`config.mk`:
```
export PLATFORM = sky130hd
export DESIGN_NAME = ov5640_cfg_ctrl
export DESIGN_NICKNAME = d
export VERILOG_FILES = /design/src/rtl/ov5640_cfg_ctrl_pkg.sv /design/src/rtl/ov5640_cfg_ctrl_timer.sv /design/src/rtl/ov5640_cfg_ctrl.sv
export SDC_FILE = /design/constraint.sdc
export NUM_CORES = 1
export LEC_CHECK = 0
export ABC_AREA = 1
export BUFFER_PORTS_ARGS = -buffer_cell sky130_fd_sc_hd__buf_2
export CORE_ASPECT_RATIO = 1.4
export CORE_MARGIN = 1
export CORE_UTILIZATION = 45
export DETAILED_ROUTE_END_ITERATION = 6
export PLACE_DENSITY = 0.66
export SLEW_MARGIN = 20
export SYNTH_ARGS = -nofsm -noshare
export SYNTH_HDL_FRONTEND = slang
export SYNTH_HIERARCHICAL = 1
export SYNTH_SLANG_ARGS = --single-unit
```
`constraint.sdc`:
```
create_clock -name sys_clk -period 5.5 [get_ports sys_clk]
set_clock_uncertainty 0.2 [all_clocks]
set_input_delay 0 -clock sys_clk [delete_from_list [all_inputs] [get_ports sys_clk]]
set_output_delay 0 -clock sys_clk [all_outputs]
set_load 0.1 [all_outputs]
```
`src/rtl/ov5640_cfg_ctrl_pkg.sv`:
```
// Shared definitions for the OV5640 power-up and register-table sequencer:
// FSM states, register-table entry layout and the delay-marker address.
package ov5640_cfg_ctrl_pkg;

  typedef enum logic [3:0] {
    S_PWDN,
    S_RST,
    S_SETTLE,
    S_FETCH,
    S_LATCH,
    S_REQ,
    S_WAIT,
    S_DELAY,
    S_DONE,
    S_ERR
  } cfg_state_e;

  localparam int unsigned ROM_ADDR_W = 16;
  localparam int unsigned ROM_VAL_W  = 8;
  localparam int unsigned ROM_DATA_W = ROM_ADDR_W + ROM_VAL_W;
  localparam int unsigned CNT_W      = 32;

  localparam logic [ROM_ADDR_W-1:0] DLY_MARKER = 16'hFFFF;

  function automatic logic [ROM_ADDR_W-1:0] rom_reg_addr(input logic [ROM_DATA_W-1:0] d);
    return d[ROM_DATA_W-1 -: ROM_ADDR_W];
  endfunction

  function automatic logic [ROM_VAL_W-1:0] rom_reg_val(input logic [ROM_DATA_W-1:0] d);
    return d[ROM_VAL_W-1:0];
  endfunction

  function automatic logic is_delay_marker(input logic [ROM_DATA_W-1:0] d);
    return rom_reg_addr(d) == DLY_MARKER;
  endfunction

endpackage

```
`src/rtl/ov5640_cfg_ctrl_timer.sv`:
```
// Single shared wait counter: restarts from zero on reload and flags the
// last cycle of a `limit`-cycle interval (a limit of zero lasts one cycle).
module ov5640_cfg_ctrl_timer
  import ov5640_cfg_ctrl_pkg::*;
(
  input  logic             clk,
  input  logic             rst,
  input  logic             reload,
  input  logic [CNT_W-1:0] limit,
  output logic             expired
);

  logic [CNT_W-1:0] cnt;

  // Saturates instead of wrapping while parked in a state that never expires.
  always_ff @(posedge clk) begin
    if (rst || reload) begin
      cnt <= '0;
    end else if (cnt != '1) begin
      cnt <= cnt + 1'b1;
    end
  end

  assign expired = ({1'b0, cnt} + {{CNT_W{1'b0}}, 1'b1}) >= {1'b0, limit};

endmodule

```
`src/rtl/ov5640_cfg_ctrl.sv`:
```
// OV5640 bring-up sequencer: power-down/reset pin timing, then walks an
// external register table issuing SCCB writes with NACK retry and delays.
module ov5640_cfg_ctrl
  import ov5640_cfg_ctrl_pkg::*;
#(
  parameter logic [23:0] T_PWDN    = 24'd200_000,
  parameter logic [23:0] T_RST     = 24'd100_000,
  parameter logic [23:0] T_SETTLE  = 24'd2_000_000,
  parameter logic [23:0] DLY_UNIT  = 24'd50_000,
  parameter logic [8:0]  REG_NUM   = 9'd256,
  parameter logic [2:0]  MAX_RETRY = 3'd3
) (
  input  logic                  sys_clk,
  input  logic                  sys_rst,
  input  logic                  cfg_reinit,
  output logic                  cam_pwdn,
  output logic                  cam_rst_n,
  output logic [7:0]            rom_addr,
  input  logic [ROM_DATA_W-1:0] rom_data,
  output logic                  sccb_req,
  output logic [ROM_ADDR_W-1:0] sccb_addr,
  output logic [ROM_VAL_W-1:0]  sccb_wdata,
  input  logic                  sccb_busy,
  input  logic                  sccb_done,
  input  logic                  sccb_nack,
  output logic                  cfg_done,
  output logic                  cfg_err,
  output logic [7:0]            cfg_idx
);

  cfg_state_e       state, state_nxt;
  logic [7:0]       idx, idx_nxt;
  logic [2:0]       retry, retry_nxt;
  logic [CNT_W-1:0] dly_limit;
  logic [CNT_W-1:0] tmr_limit;
  logic             tmr_reload;
  logic             tmr_expired;
  logic             advance;
  logic             last_entry;

  assign last_entry = ({1'b0, idx} == (REG_NUM - 9'd1));

  always_comb begin
    state_nxt = state;
    idx_nxt   = idx;
    retry_nxt = retry;
    tmr_limit = '0;
    sccb_req  = 1'b0;
    advance   = 1'b0;

    case (state)
      S_PWDN: begin
        tmr_limit = CNT_W'(T_PWDN);
        if (tmr_expired) state_nxt = S_RST;
      end
      S_RST: begin
        tmr_limit = CNT_W'(T_RST);
        if (tmr_expired) state_nxt = S_SETTLE;
      end
      S_SETTLE: begin
        tmr_limit = CNT_W'(T_SETTLE);
        if (tmr_expired) begin
          state_nxt = S_FETCH;
          idx_nxt   = '0;
          retry_nxt = '0;
        end
      end
      S_FETCH: state_nxt = S_LATCH;
      S_LATCH: state_nxt = is_delay_marker(rom_data) ? S_DELAY : S_REQ;
      S_REQ: begin
        if (!sccb_busy) begin
          sccb_req  = 1'b1;
          state_nxt = S_WAIT;
        end
      end
      S_WAIT: begin
        if (sccb_done) begin
          if (!sccb_nack) begin
            advance = 1'b1;
          end else if (retry < MAX_RETRY) begin
            retry_nxt = retry + 3'd1;
            state_nxt = S_FETCH;
          end else begin
            state_nxt = S_ERR;
          end
        end
      end
      S_DELAY: begin
        tmr_limit = dly_limit;
        if (tmr_expired) advance = 1'b1;
      end
      S_DONE: state_nxt = S_DONE;
      S_ERR:  state_nxt = S_ERR;
      default: state_nxt = S_PWDN;
    endcase

    if (advance) begin
      retry_nxt = '0;
      if (last_entry) begin
        state_nxt = S_DONE;
      end else begin
        idx_nxt   = idx + 8'd1;
        state_nxt = S_FETCH;
      end
    end

    // Restart wins over everything, including a request or completion this cycle.
    if (cfg_reinit) begin
      state_nxt = S_PWDN;
      idx_nxt   = '0;
      retry_nxt = '0;
      sccb_req  = 1'b0;
    end
  end

  assign tmr_reload = (state_nxt != state) || cfg_reinit;

  always_ff @(posedge sys_clk) begin
    if (sys_rst) begin
      state      <= S_PWDN;
      idx        <= '0;
      retry      <= '0;
      sccb_addr  <= '0;
      sccb_wdata <= '0;
      dly_limit  <= '0;
    end else begin
      state <= state_nxt;
      idx   <= idx_nxt;
      retry <= retry_nxt;
      if (state == S_LATCH && !cfg_reinit) begin
        if (is_delay_marker(rom_data)) begin
          dly_limit <= CNT_W'(rom_reg_val(rom_data)) * CNT_W'(DLY_UNIT);
        end else begin
          sccb_addr  <= rom_reg_addr(rom_data);
          sccb_wdata <= rom_reg_val(rom_data);
        end
      end
    end
  end

  ov5640_cfg_ctrl_timer u_timer (
    .clk     (sys_clk),
    .rst     (sys_rst),
    .reload  (tmr_reload),
    .limit   (tmr_limit),
    .expired (tmr_expired)
  );

  assign cam_pwdn  = (state == S_PWDN);
  assign cam_rst_n = !((state == S_PWDN) || (state == S_RST));
  assign cfg_done  = (state == S_DONE);
  assign cfg_err   = (state == S_ERR);
  assign rom_addr  = idx;
  assign cfg_idx   = idx;

endmodule
```
==> metrics.yaml, run 1 <==
avgSynthCellArea_um2: 6.44
synth_ff_type: "dfxtp_1"
synth_cell_types: 43
fp.coreArea_um2: 16300
fin_nets: 1410
synthesis.area_um2: 7580
drc: 0
final_antenna_net_count: 0
power_density_nw_per_um2: 207
clockBufferDepth: 2
drive_gt1_frac: 0.111
synth_area_leader_cell: "dfxtp_1"
fmax_ghz: 0.207
hold_path_depth: 6
synth_top_family_by_area: "simple AND/OR/NAND/NOR gates"
htree_levels: 3
synthAdderAreaFrac: 0.177
clkTransAtPathRegs_ps: 70
viasPerCell: 4.84
leakage_uw: 0.00457
power_frac_seq: 0.367
period_share: 0.879
cp_slowest_cell: "inv_1"
final_cells: 1484
final_util: 0.534
maxCapViolations: 0
postCtsHoldBufs: 31
firstDrtPassIters: 5
area_growth_pct: 14.8
antenna_cells: 0
cp_common_cell: "nand2_1"
synth_commonest_cells: "325 x nand2_1, 201 x inv_1, 159 x nor2_1"
seq_area_frac_synth: 0.240
die_w_um: 112
rrSetupSlack_ps: 670
yosys.area_share.simple: 0.341
hp-class: "in2reg"
place_ws_ps: 640
hold_viol: 0
grt_max_degree: 30
post-place-cells: 1437
dieArea_um2: 17400
slew_headroom: 0.328
cp_max_fo: 25
intPower_uw: 1220
worstPathRequired_ps: 5570
hold_start: "sccb_busy"
cp_data_arrival_time_ps: 4900
hold_slack_ps: 113
post-synth-top-count-cell: "nand2_1"
drt_iter0_markers: 329
chipHeight_um: 156
worst-path-buf-inv: 2
fin_tns_setup_ps: 0
drv_slew: 0
setup_viol: 0
syn_inst: 1177
power_frac_clock: 0.363
grt_pass1_vias: 6830
vdd_drop_max_v: 0.000137
antenna_found_initial: 0
synth-xor-area-share: 0.0254
r2r_start: "u_timer/cnt[0]"
yosys_warnings: 6
r2r_cells: 26
switching_share: 0.324
design.portCount: 75
grt_first_pass_wirelength_mm: 32.0
cts_tree: "built"
tightest_slew_ps: 1010
setup_ws_ps: 668
post_cts_buffers: 0
overflow: 0
yosys_register_bits: 91
rsz0062_at_grt: "no"
r2r_end: "u_timer/cnt[17]"
initial_core_util: 0.465
cts_buffers: 9
synth_area_leaders: "dfxtp_1 24%, nand2_1 16%, ha_1 15%"
slowest_delay_ps: 570
yosys.area.top_type_share: 0.240
muxShareOfSynthArea: 0
synthArstFlopShare: 0
crit_path_end_kind: "flop"
cts.sinks: 91
io_buffers: 74
place.gp.congestion: 0.911
switching_power_uw: 584
synth-compound-area-share: 0.0908
num_rows: 55
critPathLaunchType: "flop"
clk_latency_ps: 350
cpLargestDelayFamily: "simple AND/OR/NAND/NOR gates"
globalRouteTotalUtil: 0.233
hold_end: "state[1]"
wirelength_mm: 19.5
fin_crit_ps: 4830
comb_power_share: 0.270
place_hpwl_mm: 15.4
routedWlPerCell_um: 13.2
via_count: 7188
synth_edf_count: 0
critPathKind: "reg2reg"
fillers: 1615
status: "complete, no violations"
cts_resized: 0
clockRootBuffer: "clkbuf_16"
[how the worst max path moves through the flow]
| stage | from | endpoint | slack [ps] | depth (start not counted) |
|---|---|---|---|---|
| floorplan | state[2] | u_timer/cnt[21] | 720 | 27 |
| global placement | u_timer/cnt[0] | u_timer/cnt[9] | 740 | 26 |
| detailed placement | u_timer/cnt[0] | u_timer/cnt[31] | 640 | 25 |
| CTS | u_timer/cnt[0] | u_timer/cnt[31] | 610 | 25 |
| global route | u_timer/cnt[0] | u_timer/cnt[15] | 160 | 27 |
| finish | u_timer/cnt[0] | u_timer/cnt[17] | 670 | 26 |
[per-layer routing]
metal / vias up / track usage / share of wire
li1: 3841 / - / -
met2: 129 / 0.461 / 0.54
met5: - / 0 / 0
met1: 3176 / 0.242 / 0.40
met3: 42 / 0.0346 / 0.031
met4: 0 / 0.0920 / 0.027
[flip-flops by register name (all words and copies together) (netlist names)]
register,count
sccb_wdata,8
retry,3
cfg_idx,8
dly_limit,20
u_timer/cnt,32
state,4
sccb_addr,16
[kinds of logic (layout without fill, tap and decap cells)]
logic type	after synthesis	in the layout
xor+xnor	22	22
other cells	1	12
compound gates	125	125
buf+inv	233	330
flops	91	91
simple gates	605	605
fa+ha+maj	100	100
[worst reg2reg max path: stages (launching register included)]
cell and delay (ps):
dfxtp_1 410, ha_1 210, nand2_1 100, nor2_1 130, nand2_1 170, nor2_2 290
xnor2_1 190, inv_1 70, ha_1 300, nand2_1 50, nor2_1 210, a21boi_0 240
nor2_1 60, nand3_1 80, nand2_1 50, nand2_1 160, nand3b_1 130, nand2_1 50
nor2_1 80, nand3_1 90, nand2_1 80, nand2_1 50, nand2_1 50, nand2_1 70
nor2_1 390, inv_1 570, a21oi_1 290
[final cells by class]
class	count	area [µm²]	area share
Tap cell	199	249	0.0286
Sequential cell	91	1820	0.209
Inverter	208	783	0.0900
Timing Repair Buffer	106	688	0.0791
Multi-Input combinational cell	864	4850	0.557
Clock buffer	10	239	0.0275
Clock inverter	6	71.3	0.00820
[cell usage in the layout (no fill, tap or decap), types with 16 or more instances in the layout]
master / instances
nand2_1: 325
inv_1: 201
nor2_1: 159
dfxtp_1: 91
ha_1: 88
buf_2: 74
a21oi_1: 70
nand3_1: 64
dlygate4sd3_1: 31
o21ai_0: 22
o21ai_1: 16
[through the flow]
stage	instance area, µm²	total power [µW]
2_1_floorplan	7620	1030
5_1_grt	8700	1920
3_3_place_gp	8080	1140
6_report	8700	1800
3_5_place_dp	8080	1140
4_1_cts	8700	1820
[power by group through the flow]
stage               Clock [µW]  Combinational [µW]  Sequential [µW]
floorplan                    0                 356              675
global placement             0                 466              675
detailed placement           0                 467              675
CTS                        669                 488              660
global route               701                 555              660
finish                     654                 486              660
No activity file was read; power rests on OpenSTA's default activity.
==> inputs of run 2 (changes only) <==
- CORE_UTILIZATION: 45 -> 61
- CTS_CLUSTER_DIAMETER: unset -> 120
- PLACE_DENSITY: 0.66 -> 0.85
==> metrics.yaml, run 2 (synthesized netlist as in run 1, its figures left out) <==
status: "complete, no violations"
htree_levels: 3
die_w_um: 96.2
power_frac_clock: 0.360
cts_tree: "built"
largest_reg_flops: 32
viasPerCell: 5.28
place_hpwl_mm: 15.1
hp-class: "in2reg"
antenna_cells: 0
comb_power_share: 0.274
final_common_cell: "nand2_1"
cts.sinks: 91
cp_max_fo: 25
clockRootBuffer: "clkbuf_16"
firstDrtPassIters: 6
fin_nets: 1410
intPower_uw: 1210
crit_path_end_kind: "flop"
fin_crit_ps: 4800
worstPathRequired_ps: 5560
grt_first_pass_wirelength_mm: 32.5
vdd_drop_max_v: 0.000176
wirelength_mm: 19.8
mostFrequentLayoutCells: "325 x nand2_1, 201 x inv_1, 159 x nor2_1, 91 x dfxtp_1, 88 x ha_1"
clk_latency_ps: 350
leakage_uw: 0.00457
dieArea_um2: 12900
fin_tns_setup_ps: 0
r2r_cells: 27
drive_gt1_frac: 0.111
initial_core_util: 0.635
setup_viol: 0
switching_power_uw: 592
critPathKind: "reg2reg"
power_frac_seq: 0.366
grt_max_degree: 30
fp.coreArea_um2: 11900
area_growth_pct: 13.9
drv_slew: 0
cp_data_arrival_time_ps: 4860
chipHeight_um: 134
period_share: 0.873
power_density_nw_per_um2: 209
place.gp.congestion: 0.978
switching_share: 0.329
num_rows: 47
antenna_found_initial: 0
hold_viol: 0
critPathLaunchType: "flop"
grt_pass1_vias: 7195
via_count: 7564
drt_iter0_markers: 424
regMostFlops: "u_timer/cnt"
reg_top3: "u_timer/cnt x32, dly_limit x20, sccb_addr x16"
routedWlPerCell_um: 13.8
rsz0062_at_grt: "no"
drc: 0
clkTransAtPathRegs_ps: 70
hold_slack_ps: 77.6
hold_path_depth: 6
cts_buffers: 9
final_antenna_net_count: 0
fmax_ghz: 0.208
io_buffers: 74
slew_headroom: 0.321
overflow: 0
tightest_slew_ps: 1020
globalRouteTotalUtil: 0.324
maxCapViolations: 0
clockBufferDepth: 2
design.portCount: 75
run 2: cell count changes in the layout (fill, tap and decap cells not counted):
cell and change:
inv_6 +1, clkinv_4 -1, inv_8 +1, clkbuf_8 -1
clkinv_2 +1, clkinvlp_4 -1
run 2: area by class of cell:
| cell class | instances | area, µm² |
|---|---|---|
| fill | 1038 | 3310 |
| clock inverter | 7 | 80.1 |
| sequential | 91 | 1820 |
| tap | 147 | 184 |
| inverter | 208 | 783 |
| clock buffer | 9 | 225 |
| timing repair buffer | 106 | 688 |
| multi-input combinational | 864 | 4850 |
run 2: power by group through the flow:
stage | sequential [µW] | combinational, µW | clock, µW
2_1_floorplan | 675 | 356 | 0
3_3_place_gp | 675 | 458 | 0
3_5_place_dp | 675 | 469 | 0
4_1_cts | 660 | 490 | 656
5_1_grt | 660 | 565 | 684
6_report | 660 | 494 | 648
run 2: worst max-delay path, stage by stage (launching register included):
cell      delay (ps)
dfxtp_1          400
ha_1             200
nand2_1           90
nor2_1           130
nand2_1          160
nor2_2           280
xnor2_1          180
inv_1             70
ha_1             300
nand2_1           50
nor2_1           190
nand2_1           80
nor2_1           110
nand3_1           80
nand3_1           90
nand2_1           50
nand2_1          150
nand3b_1         130
nand2_1           50
nor2_1            80
nand3_1           90
nand2_1           90
nand2_1           50
nand2_1           50
nand2_1           60
nor2_1           410
inv_1            580
a21oi_1          300
run 2: what timing repair did:
item,4_1_cts,5_1_grt
resized for setup,0,0
hold endpoints to repair,52,0
setup buffers,0,0
hold buffers,31,0
endpoints found under the setup margin,0,0
run 2: stage by stage:
step	cell area, µm²	power (µW)	std cells	util	setup WS (ps)
after detailed placement	8020	1140	1385	0.672	798
after CTS	8630	1810	1432	0.723	755
after global placement	8020	1130	1385	0.672	920
after global routing	8630	1910	1432	0.723	32.4
after floorplan	7620	1030	1188	-	721
final	8630	1800	1432	0.723	700
run 2: final timing paths:
kind	from	endpoint	slack (ps)
max	u_timer/cnt[0]	u_timer/cnt[5]	700
min	sccb_busy	state[1]	80
max reg2reg	u_timer/cnt[0]	u_timer/cnt[5]	700
min reg2reg	dly_limit[8]	dly_limit[8]	270
run 2: routing by layer:
metal | routed length, µm | global-route usage | vias to the layer above
met5 | 0 | 0 | -
met4 | 1140 | 0.182 | 0
met3 | 836 | 0.0595 | 84
met2 | 10200 | 0.587 | 242
met1 | 7630 | 0.341 | 3400
li1 | - | - | 3838
==> inputs of run 3 (changes only) <==
- PLACE_DENSITY: 0.85 -> 0.86
==> metrics.yaml, run 3 (synthesized netlist as in run 1, its figures left out) <==
status: "complete, no violations"
io_buffers: 74
firstDrtPassIters: 7
routedWlPerCell_um: 14.0
maxCapViolations: 0
grt_pass1_vias: 7185
slew_headroom: 0.321
post_cts_buffers: 0
comb_power_share: 0.272
switching_share: 0.318
place.gp.congestion: 0.991
setup_viol: 0
htree_levels: 3
die_w_um: 96.2
post_dp_cell_area_um2: 8020
rrSetupSlack_ps: 720
viasPerCell: 5.26
leakage_uw: 0.00458
cts.sinks: 91
power_frac_clock: 0.369
fin_tns_setup_ps: 0
clkTransAtPathRegs_ps: 70
mostFrequentLayoutCells: "325 x nand2_1, 201 x inv_1, 159 x nor2_1, 91 x dfxtp_1, 88 x ha_1"
final_common_cell: "nand2_1"
finalPower_uw: 1840
routedLengthMet1_mm: 7.68
critPathKind: "reg2reg"
cts_tree: "built"
wirelength_mm: 20.1
top_layer: "met4"
hp-class: "in2reg"
grt_first_pass_wirelength_mm: 32.7
vdd_drop_max_v: 0.000176
met2_length_mm: 10.3
power_density_nw_per_um2: 212
globalRouteTotalUtil: 0.330
dieArea_um2: 12900
via_count: 7538
grt_max_degree: 30
num_rows: 47
switching_power_uw: 584
place_hpwl_mm: 15.1
drt_iter0_markers: 410
initial_core_util: 0.635
route.met3.wl_um: 843
regMostFlops: "u_timer/cnt"
cp_common_cell: "nand2_1"
cpLargestDelayFamily: "simple AND/OR/NAND/NOR gates"
power_frac_seq: 0.359
final_antenna_net_count: 0
fmax_ghz: 0.209
fp.coreArea_um2: 11900
drc: 0
fin_crit_ps: 4780
hold_viol: 0
worst-path-buf-inv: 2
period_share: 0.869
overflow: 0
cp_data_arrival_time_ps: 4840
antenna_found_initial: 0
largest_reg_flops: 32
worstPathRequired_ps: 5560
drive_gt1_frac: 0.111
tightest_slew_ps: 1020
chipHeight_um: 134
crit_path_end_kind: "flop"
clk_latency_ps: 340
critPathLaunchType: "flop"
clockRootBuffer: "clkbuf_16"
rsz0062_at_grt: "no"
intPower_uw: 1250
area_growth_pct: 14.2
clockBufferDepth: 2
slowest_delay_ps: 570
postLayoutCellArea_um2: 8660
cp_max_fo: 25
cts_buffers: 9
design.portCount: 75
cts_resized: 0
cp_slowest_cell: "inv_1"
fin_nets: 1410
drv_slew: 0
reg_top3: "u_timer/cnt x32, dly_limit x20, sccb_addr x16"
[run 3: power groups by stage]
stage,clock (µW),combinational [µW],sequential (µW)
2_1_floorplan,0,356,675
3_3_place_gp,0,458,675
3_5_place_dp,0,469,675
4_1_cts,686,491,660
5_1_grt,708,572,660
6_report,677,499,660
[run 3: area by class of cell]
| type | count | area [µm²] |
|---|---|---|
| Multi-Input combinational cell | 864 | 4850 |
| Fill cell | 1013 | 3280 |
| Sequential cell | 91 | 1820 |
| Inverter | 208 | 783 |
| Timing Repair Buffer | 106 | 688 |
| Clock buffer | 9 | 225 |
| Tap cell | 147 | 184 |
| Clock inverter | 7 | 98.8 |
| Antenna cell | 2 | 5.00 |
[run 3: timing repair]
action                                 4_1_cts  5_1_grt
setup endpoints to repair                    0        0
hold buffers                                31        0
endpoints found under the hold margin       51        0
[run 3: per-layer routing]
| metal | global-route usage | vias to the layer above |
|---|---|---|
| met5 | 0 | - |
| met4 | 0.213 | 0 |
| met3 | 0.0533 | 96 |
| met2 | 0.595 | 237 |
| met1 | 0.341 | 3363 |
| li1 | - | 3842 |
[run 3: stage by stage]
stage | hold slack (ps) | setup slack [ps] | utilization | cells
6_report | 82.6 | 722 | 0.725 | 1434
5_1_grt | 104 | 174 | 0.725 | 1432
4_1_cts | 47.2 | 765 | 0.725 | 1432
3_5_place_dp | 43.2 | 838 | 0.672 | 1385
3_3_place_gp | 37.5 | 899 | 0.672 | 1385
2_1_floorplan | -65.1 | 721 | - | 1188
[run 3: worst min-delay path, cell delays in order]
cell	delay [ps]
buf_2	90
nand3b_1	150
nand3_1	90
nand3b_1	150
nand2_1	70
nor2_1	40
[run 3: final timing paths]
kind                  start         endpoint  cells after the start
min               sccb_busy         state[1]                      6
max          u_timer/cnt[0]  u_timer/cnt[17]                     25
min reg2reg    dly_limit[8]     dly_limit[8]                      2
max reg2reg  u_timer/cnt[0]  u_timer/cnt[17]                     25
